$ cat config.mk
export PLATFORM = sky130hd
export DESIGN_NAME = mpm_port_driver
export DESIGN_NICKNAME = d
export VERILOG_FILES = /design/src/rtl/mpm_port_driver.sv
export SDC_FILE = /design/constraint.sdc
export NUM_CORES = 1
export LEC_CHECK = 0
export CAP_MARGIN = 10
export CORE_MARGIN = 3
export CORE_UTILIZATION = 50
export CTS_CLUSTER_DIAMETER = 80
export DETAILED_ROUTE_END_ITERATION = 7
export PLACE_DENSITY = 0.79
export SYNTH_ARGS = -nofsm -noshare
export SYNTH_HDL_FRONTEND = slang
export SYNTH_SLANG_ARGS = --single-unit
$ cat constraint.sdc
create_clock -name clk -period 2.8 [get_ports clk]
set_input_delay 0.28 -clock clk [delete_from_list [all_inputs] [get_ports clk]]
set_output_delay 0.28 -clock clk [all_outputs]
set_load 0.01 [all_outputs]
$ cat src/rtl/mpm_port_driver.sv
// mpm_port_driver: request-side front end for the multi-port memory.
// Each port has an issue register driving addr/en/d, a read-valid shift
// register matched to the memory read latency, a read credit counter and a
// first-word-fall-through response FIFO fed from q.
// Build option: define MPM_CONFLICT_CHECK_EN to stall higher-index ports that
// write the same address as a lower-index port in the same cycle.
module mpm_port_driver #(
  parameter int WIDTH        = 32,
  parameter int DEPTH        = 1024,
  parameter int PORTS        = 4,
  parameter int READ_LATENCY = 1,
  parameter int RSP_DEPTH    = 4
) (
  input  logic                     clk,
  input  logic                     rst,
  input  logic                     req_valid [PORTS-1:0],
  output logic                     req_ready [PORTS-1:0],
  input  logic                     req_write [PORTS-1:0],
  input  logic [$clog2(DEPTH)-1:0] req_addr  [PORTS-1:0],
  input  logic [WIDTH-1:0]         req_data  [PORTS-1:0],
  output logic                     rsp_valid [PORTS-1:0],
  input  logic                     rsp_ready [PORTS-1:0],
  output logic [WIDTH-1:0]         rsp_data  [PORTS-1:0],
  output logic [$clog2(DEPTH)-1:0] addr      [PORTS-1:0],
  output logic                     en        [PORTS-1:0],
  output logic [WIDTH-1:0]         d         [PORTS-1:0],
  input  logic [WIDTH-1:0]         q         [PORTS-1:0]
);

  localparam int CW = $clog2(RSP_DEPTH + 1);
  localparam int PW = (RSP_DEPTH > 1) ? $clog2(RSP_DEPTH) : 1;
  localparam logic [CW-1:0] CREDIT_MAX = CW'(RSP_DEPTH);
  localparam logic [PW-1:0] PTR_LAST   = PW'(RSP_DEPTH - 1);

  logic                    conflict [PORTS];
  logic                    acc_rd   [PORTS];
  logic                    acc_wr   [PORTS];
  logic                    push     [PORTS];
  logic                    pop      [PORTS];
  logic                    rd_issue [PORTS];
  logic [READ_LATENCY-1:0] rd_pipe  [PORTS];
  logic [CW-1:0]           cnt      [PORTS];
  logic [CW-1:0]           fifo_cnt [PORTS];
  logic [PW-1:0]           wr_ptr   [PORTS];
  logic [PW-1:0]           rd_ptr   [PORTS];
  logic [WIDTH-1:0]        fifo_mem [PORTS][RSP_DEPTH];

  function automatic logic [PW-1:0] next_ptr(input logic [PW-1:0] ptr);
    return (ptr == PTR_LAST) ? '0 : ptr + PW'(1);
  endfunction

  // Conflict resolution, credit gating, acceptance and FIFO read side.
  // Credits count reads from acceptance until pop, so a push never meets a
  // full FIFO; rsp_ready deliberately does not feed req_ready.
  always_comb begin
    for (int p = 0; p < PORTS; p++) begin
      conflict[p] = 1'b0;
`ifdef MPM_CONFLICT_CHECK_EN
      for (int j = 0; j < p; j++) begin
        if (req_write[p] && req_valid[j] && req_write[j] &&
            (req_addr[j] == req_addr[p]))
          conflict[p] = 1'b1;
      end
`endif
      req_ready[p] = !rst && !(!req_write[p] && (cnt[p] == CREDIT_MAX)) && !conflict[p];
      acc_rd[p]    = req_valid[p] && req_ready[p] && !req_write[p];
      acc_wr[p]    = req_valid[p] && req_ready[p] && req_write[p];
      push[p]      = rd_pipe[p][READ_LATENCY-1];
      rsp_valid[p] = (fifo_cnt[p] != '0);
      rsp_data[p]  = fifo_mem[p][rd_ptr[p]];
      pop[p]       = rsp_valid[p] && rsp_ready[p];
    end
  end

  // Issue registers, read tracking, credits and FIFO occupancy.
  always_ff @(posedge clk) begin
    if (rst) begin
      for (int p = 0; p < PORTS; p++) begin
        addr[p]     <= '0;
        en[p]       <= 1'b0;
        d[p]        <= '0;
        rd_issue[p] <= 1'b0;
        rd_pipe[p]  <= '0;
        cnt[p]      <= '0;
        fifo_cnt[p] <= '0;
        wr_ptr[p]   <= '0;
        rd_ptr[p]   <= '0;
      end
    end else begin
      for (int p = 0; p < PORTS; p++) begin
        en[p]       <= acc_wr[p];
        rd_issue[p] <= acc_rd[p];
        if (acc_rd[p] || acc_wr[p]) begin
          addr[p] <= req_addr[p];
          d[p]    <= req_data[p];
        end
        rd_pipe[p][0] <= rd_issue[p];
        for (int i = 1; i < READ_LATENCY; i++)
          rd_pipe[p][i] <= rd_pipe[p][i-1];
        case ({acc_rd[p], pop[p]})
          2'b10:   cnt[p] <= cnt[p] + CW'(1);
          2'b01:   cnt[p] <= cnt[p] - CW'(1);
          default: ;
        endcase
        case ({push[p], pop[p]})
          2'b10:   fifo_cnt[p] <= fifo_cnt[p] + CW'(1);
          2'b01:   fifo_cnt[p] <= fifo_cnt[p] - CW'(1);
          default: ;
        endcase
        if (push[p]) wr_ptr[p] <= next_ptr(wr_ptr[p]);
        if (pop[p])  rd_ptr[p] <= next_ptr(rd_ptr[p]);
      end
    end
  end

  // Response storage; q is captured when the tracked read reaches the tail.
  always_ff @(posedge clk) begin
    for (int p = 0; p < PORTS; p++) begin
      if (!rst && push[p])
        fifo_mem[p][wr_ptr[p]] <= q[p];
    end
  end

endmodule

# Yosys cells after proc, flatten, opt, wreduce, memory -nomap -nowiden

Memories as Yosys holds them, arrays and structs flattened.
Index checks and enable logic that the tools add are counted.

$add $sub $neg: 24
Magnitude comparators: 12
Equality and inequality tests: 28
Multiplexer cells: 143
Bitwise gates (word level): 40
Reduce and logical (&&, ||, !) cells: 49

Operators with widths:

| cell                                                                          | number |
|---|---|
| 128-bit 2-to-1 mux                                                            | 4 |
| 32-bit 2-to-1 mux                                                             | 12 |
| 32-bit binary-select mux with 2-bit select                                    | 4 |
| 32-bit demux with 2-bit select                                                | 4 |
| 1-bit 2-to-1 mux                                                              | 87 |
| 3-bit 2-to-1 mux                                                              | 16 |
| 2-bit == test (second input constant)                                         | 16 |
| 1-bit logical AND                                                             | 32 |
| 2-bit 2-to-1 mux                                                              | 16 |
| 1-bit bitwise OR                                                              | 32 |
| 3-bit by 1-bit adder with 3-bit output (second input constant)                | 8 |
| 3-bit greater-or-equal comparator (second input constant)                     | 8 |
| 2-bit NOT with 3-bit output                                                   | 8 |
| 3-bit by 1-bit subtractor with 3-bit output (second input constant)           | 8 |
| 2-bit by 1-bit adder with 2-bit output (second input constant)                | 8 |
| 2-bit by 1-bit == test with 1-bit output (second input constant)              | 8 |
| 3-bit == test (second input constant)                                         | 4 |
| 3-bit by 1-bit less-than comparator with 1-bit output (second input constant) | 4 |
| 3-bit nonzero test                                                            | 4 |
| 1-bit logical NOT                                                             | 9 |
| 1-bit logical OR                                                              | 4 |

Bits in registers: 172
Memory bits (writable): 560
Logic and storage cells: 315
Memories: 7

Memories:

| memory      | words | width | rd ports | clocked after Yosys merged registers in | wr ports | line | source |
|---|---|---|---|---|---|---|---|
| fifo_mem    | 4     | 128   | 4        | 0                                       | 4        | 46   | `logic [WIDTH-1:0] fifo_mem [PORTS][RSP_DEPTH];` |
| cnt         | 4     | 3     | 4        | 0                                       | 4        | 42   | `logic [CW-1:0] cnt [PORTS];` |
| fifo_cnt    | 4     | 3     | 4        | 0                                       | 4        | 43   | `logic [CW-1:0] fifo_cnt [PORTS];` |
| rd_ptr      | 4     | 2     | 4        | 0                                       | 4        | 45   | `logic [PW-1:0] rd_ptr [PORTS];` |
| wr_ptr      | 4     | 2     | 4        | 0                                       | 4        | 44   | `logic [PW-1:0] wr_ptr [PORTS];` |
| rd_issue    | 4     | 1     | 4        | 0                                       | 4        | 40   | `logic rd_issue [PORTS];` |
| +1 memories | n/a   | n/a   | n/a      | n/a                                     | n/a      | n/a  |  |

# Longest topological paths before layout

Gate-level depths: netlist of run 1.
An unclocked memory read counts as a cell.

Depth in word-level cells: 13
Depth in mapped cells: 8
Gate-level depth less buffers: 7

# Worst setup path after synthesis of run 1

Ideal clock, no wire load.

Path kind: register -> register
Start: memory cnt[2][0] (netlist name)
End: memory cnt[2][2] (netlist name) (data pin)
Library setup time: 0.256 ns
Arrival time: 2.000 ns
Data required time: 2.544 ns
Slack: 0.544 ns
Stages on the path, launching flop included: 8
Buffers on the path: 0
Period minus slack after synthesis: 2.256 ns
Cells stage by stage: edfxtp_1 nor3b_1 nor3b_4 or3_1 fa_1 xnor2_1 nor4_1 a31o_2

RTL lines:

| element            | line |
|---|---|
| start: declaration | 42 |

==> results of run 1 <==
## how the worst max path moves through the flow
stage                          startpoint                      end  slack (ns)  depth (start not counted)
6_report       rd_ptr[2][0]$_SDFFCE_PP0P_             rsp_data[88]        0.12                          4
5_1_grt        rd_ptr[0][0]$_SDFFCE_PP0P_             rsp_data[14]       0.008                          3
4_1_cts        rd_ptr[0][0]$_SDFFCE_PP0P_             rsp_data[28]        0.05                          3
3_5_place_dp                 req_write[2]       d[71]$_SDFFE_PP0P_        0.17                          6
3_3_place_gp                 req_write[2]             req_ready[2]        0.23                          4
2_1_floorplan     cnt[2][0]$_SDFFCE_PN0P_  cnt[2][2]$_SDFFCE_PN0P_        0.54                          7
## registers in the layout, summed over array words and instances (netlist names)
signal,count
rd_ptr,8
wr_ptr,8
fifo_cnt,12
fifo_mem,512
d,128
cnt,12
rd_issue,4
addr,40
en,4
rd_pipe,4
## logic make-up after synthesis
family                     Yosys count
AOI/OAI and AO/OA                  141
muxes                              128
DFF                                732
xor gates and xnor gates            18
buffers and inverters              124
adders and majority gates           32
and+or+nand+nor                    498
## critical path, stage by stage (launching register included)
cell and delay [ns]:
edfxtp_1 0.34, buf_4 0.15, buf_6 0.26, mux4_2 0.54, clkdlybuf4s50_1 0.51
## area by class of cell
cell class,instances,area (sq um)
Fill cell,3516,17100
Sequential cell,732,20200
Inverter,25,93.8
Antenna cell,8,20.0
Timing Repair Buffer,661,6600
Clock buffer,102,2120
Clock inverter,38,320
Multi-Input combinational cell,817,7000
Tap cell,739,925
## synthesized netlist by cell type (6+ instances only)
cell type / instances / area [sq um]
clkbuf_1: 34 / 128
and2_1: 19 / 119
nand3b_1: 42 / 315
or3_1: 16 / 100
xnor2_1: 8 / 70.1
nand2_1: 172 / 646
nand2b_1: 141 / 882
buf_1: 12 / 45.0
inv_1: 25 / 93.8
nor4b_1: 6 / 52.6
ha_1: 26 / 325
xor2_1: 10 / 87.6
nand3_1: 51 / 255
edfxtp_1: 552 / 16600
a21oi_1: 7 / 35.0
nor2b_1: 10 / 62.6
dfxtp_1: 180 / 3600
o21ai_0: 126 / 631
nor3_1: 14 / 70.1
buf_2: 47 / 235
mux4_2: 128 / 2880
fa_1: 6 / 120
## layer usage
metal / routed length (um) / global-route usage
met5: 32 / 0
met2: 36400 / 0.408
met3: 5110 / 0.0648
met4: 2010 / 0.0762
met1: 24800 / 0.269
## power groups by stage
| stage | sequential, mW | clock, mW | combinational (mW) |
|---|---|---|---|
| floorplan | 12.5 | 0 | 1.54 |
| global placement | 12.4 | 0 | 3.54 |
| detailed placement | 12.5 | 0 | 3.61 |
| CTS | 12.2 | 9.99 | 3.64 |
| global route | 12.3 | 10.4 | 3.87 |
| finish | 12.2 | 9.81 | 3.61 |
## per-stage QoR
stage | setup slack, ns | area [sq um] | hold slack, ns
floorplan | 0.544 | 27700 | 0.360
global placement | 0.233 | 34700 | 0.422
detailed placement | 0.169 | 34700 | 0.435
CTS | 0.0534 | 37200 | 0.182
global route | 0.00811 | 37300 | 0.201
finish | 0.121 | 37300 | 0.221
## timing repair
item,in CTS,in global routing
hold endpoints to repair,1,0
hold buffers,1,0
gates resized for setup,1,1
buffers inserted,0,2
setup endpoints to repair,1,3
gates cloned,0,2
==> run metrics, run 1 <==
commonest cells after routing, fill and taps aside=616 x clkdlybuf4s50_1, 552 x edfxtp_1, 180 x dfxtp_1; combinational share of power=0.141; Finished Core Util=0.686; Post-Synth XOR/XNOR Area=0.00569; Worst Hold Class=input port to register; part of the cycle the worst path needs=0.957; Sw Ratio=0.230; post-synthesis simple-gate area fraction=0.0979; post-synthesis compound-gate area fraction=0.0274; Mapped Area=0.0277 sq mm; Max Clk Rate=373 MHz; Required @ worst endpoint=2.52 ns; Net Sw Power=5.90 mW; worst r2r src=cnt[2][0]$_SDFFCE_PN0P_; clk_lat worst skew=0.60 ns; Syn. warnings=0; GRT overflow=0; Die H=241 um; GRT Total Usage=0.229; R2R Setup Slk=0.39 ns; Cells after Synth=1673; final non-filler cell total=3122; Setup crit end kind=primary output; most common cell after layout, fill and taps aside=clkdlybuf4s50_1; outcome=finished, final reports clean; Detail Route Antenna Nets=0; Worst Min Path Start=req_data[70]; final wirelength=68.3 mm; Async SR Flop Fraction=0; H-tree levels=3; Initial Util=0.510; fin nets=2655; Chip Width=241 um; largest family of logic cells by synthesized area=multiplexers; WP data arrival=2.40 ns; Slew @ Worst Pin=0.992 ns; max-cap viol count=0; Peak supply drop=0.565 mV; Clock Power Share=0.382; RSZ-0062 raised after global routing=no; Yosys cell types=40; CTS Buf Count=76; worst-case clock buffer depth=3; Setup-failing EPs final=0; first-pass GRT wire length=101 mm; placed instance count=2969; RePlAce Congestion=0.862; DIE AREA=0.0583 sq mm; vias per cell=5.34; WL per Instance=21.9 um; Pwr Density=688 mW/mm^2; P&R area growth vs syn=34.4%; initial antenna violation count=10; Final Hold Fails=0; largest net degree at the start of global routing=127; worst setup path class=register to primary output; root buffer cell=clkbuf_16; dpl hpwl=46.3 mm; #FFs+latches synth=732; share of cells above drive strength 1=0.128; Endpoint, Worst Hold=d[70]$_SDFFE_PP0P_; number of global-route vias before repair=17000; sequential share of power=0.477; Worst R2R End=cnt[2][2]$_SDFFCE_PN0P_; CTS Sinks=732; adder-cell share of the synthesized area=0.0161; CP Launch Type=register; internal power=19.7 mW; multiplexer share of the synthesized area=0.104; Final min period=2.68 ns; PortBufs=617; Tot Pwr=25.6 mW; sequential area share after synthesis=0.728; syn nets=2015; num rows=85; Avg Inst Size Synth=16.6 sq um; r2r worst-path depth=7; Setup TNS=0 ns; Slew Limit Fails=0; Min-Delay Path Depth=3; detailed-route via count=16700; I/O Pins=618; CTS tree=done; drt drc=0; Slew HR=0.338; skew final=0.0165 ns; most common flop cell mapped by yosys=edfxtp_1; Clock transition at path regs=0.06 ns; first drt pass iteration count=5; Iter 0 DRT Violations=986; Core ar.=0.0543 sq mm; Post-synth EDFFs=552; P_leak=12.7 nW; Worst Path Max Fanout=16
Power figures use the tool's default switching activity.
==> run 2, diff against run 1 <==
SLEW_MARGIN = 20   (was not set)
==> results of run 2 <==
Same layout as run 1: the final DEF is identical, and so are final timing and power.
==> run 3, diff against run 2 <==
CTS_CLUSTER_DIAMETER = 50   (was 80)
==> run 3 against run 2 <==
Effect of this change:
- via count is 0.53% lower
- clock power is 9% higher
- first-iteration DRC count is 5.0% lower
- final cell count is 0.26% higher
- setup slack worse by 0.028 ns
- critical path type unchanged
- highest routed layer unchanged
==> run metrics, run 3 (synthesized netlist as in run 1, its figures left out) <==
Slowest cell on crit path=clkdlybuf4s50_1; P_leak=12.8 nW; Peak supply drop=0.472 mV; detailed-route via count=16600; Core ar.=0.0543 sq mm; Worst Hold Class=input port to register; CTS Buf Count=81; clk_lat worst skew=0.61 ns; Chip Width=241 um; Required @ worst endpoint=2.52 ns; CTS Sinks=732; WL per Instance=21.9 um; Slew @ Worst Pin=0.997 ns; part of the cycle the worst path needs=0.967; H-tree levels=3; Die H=241 um; Crit path largest cell delay=0.55 ns; Top Family by Delay on Critical Path=buffers and inverters; Worst Path Max Fanout=32; Endpoint, Worst Hold=d[79]$_SDFFE_PP0P_; CTS tree=done; I/O Pins=618; first-pass GRT wire length=101 mm; WP data arrival=2.43 ns; drt drc=0; Detail Route Antenna Nets=0; PortBufs=617; RePlAce Congestion=0.862; fillers=3480; largest net degree at the start of global routing=127; worst r2r src=cnt[2][0]$_SDFFCE_PN0P_; final wirelength=68.5 mm; final non-filler cell total=3130; r2r worst-path depth=7; GRT overflow=0; placed instance count=2969; buffer and inverter count on the worst path=2; Clock transition at path regs=0.06 ns; Largest register FFs=512; skew final=0.0226 ns; Final Hold Fails=0; Worst R2R End=cnt[2][2]$_SDFFCE_PN0P_; Iter 0 DRT Violations=937; CP Launch Type=register; Slew HR=0.336; max-cap viol count=0; Min-Delay Path Depth=3; first drt pass iteration count=5; Final min period=2.71 ns; num rows=85; number of global-route vias before repair=17000; Finished Core Util=0.692; outcome=finished, final reports clean; worst-case clock buffer depth=3; Initial Util=0.510; initial antenna violation count=11; DIE AREA=0.0583 sq mm; GRT Total Usage=0.229; share of cells above drive strength 1=0.130; fin nets=2658; Max Clk Rate=369 MHz; Slew Limit Fails=0; commonest cells after routing, fill and taps aside=613 x clkdlybuf4s50_1, 552 x edfxtp_1, 180 x dfxtp_1; worst setup path class=register to primary output; most common cell after layout, fill and taps aside=clkdlybuf4s50_1; Setup-failing EPs final=0; P&R area growth vs syn=35.6%; Pwr Density=706 mW/mm^2; dpl hpwl=46.3 mm; worst path cell trace=clkbuf_16 -> mux4_2 -> clkdlybuf4s50_1; R2R Setup Slk=0.41 ns; Setup crit end kind=primary output; Worst Min Path Start=req_data[79]; vias per cell=5.29; root buffer cell=clkbuf_16
==> run 3: what timing repair did <==
item | CTS | global route
endpoints found under the setup margin | 1 | 4
setup buffers | 0 | 1
endpoints found under the hold margin | 1 | 0
gates cloned | 0 | 1
hold buffers | 1 | 0
gates resized for setup | 1 | 4
==> run 3: layout make-up <==
type | count | area (sq um) | share of cell area
diodes | 7 | 17.5 | 0.000466
clock buffers | 113 | 2320 | 0.0617
clock inverters | 38 | 438 | 0.0117
inverters | 25 | 93.8 | 0.00250
multi-input cells | 817 | 7000 | 0.186
flip-flops and latches | 732 | 20200 | 0.537
well taps | 739 | 925 | 0.0246
repair buffers | 659 | 6610 | 0.176
==> run 3: through the flow <==
stage	hold slack [ns]	setup WS [ns]	area (sq um)	TNS (ns)	total power, mW
2_1_floorplan	0.360	0.544	27700	0	14.1
3_3_place_gp	0.422	0.233	34700	0	16.0
3_5_place_dp	0.435	0.169	34700	0	16.1
4_1_cts	0.177	0.0289	37500	0	26.8
5_1_grt	0.197	-0.00742	37600	-0.0397	27.5
6_report	0.224	0.0930	37600	0	26.5
==> run 3: power by group <==
part / switching [mW] / total [mW] / leakage, nW / internal [mW]
sequential: 0.207 / 12.2 / 6.52 / 12.0
combinational: 1.61 / 3.62 / 4.96 / 2.00
clock: 4.26 / 10.7 / 1.33 / 6.43
total: 6.08 / 26.5 / 12.8 / 20.5
==> run 3: per-layer routing <==
layer	GRT usage	up-vias	part of all wire
met4	0.0822	8	0.028
li1	-	7578	-
met1	0.267	8286	0.36
met3	0.0608	102	0.074
met5	0	-	0.00066
met2	0.410	598	0.53
==> run 3: worst max path at each step <==
stage                                from                      end  slack (ns)  cells past startpoint
2_1_floorplan     cnt[2][0]$_SDFFCE_PN0P_  cnt[2][2]$_SDFFCE_PN0P_        0.54                      7
3_3_place_gp                 req_write[2]             req_ready[2]        0.23                      4
3_5_place_dp                 req_write[2]       d[71]$_SDFFE_PP0P_        0.17                      6
4_1_cts        rd_ptr[0][0]$_SDFFCE_PP0P_             rsp_data[28]        0.03                      3
5_1_grt        rd_ptr[2][0]$_SDFFCE_PP0P_             rsp_data[87]      -0.007                      3
6_report       rd_ptr[2][0]$_SDFFCE_PP0P_             rsp_data[90]        0.09                      3
==> run 3: worst min-delay path, stage by stage <==
cell,delay [ns]
clkdlybuf4s50_1,0.40
nand3_1,0.06
nand2_1,0.04
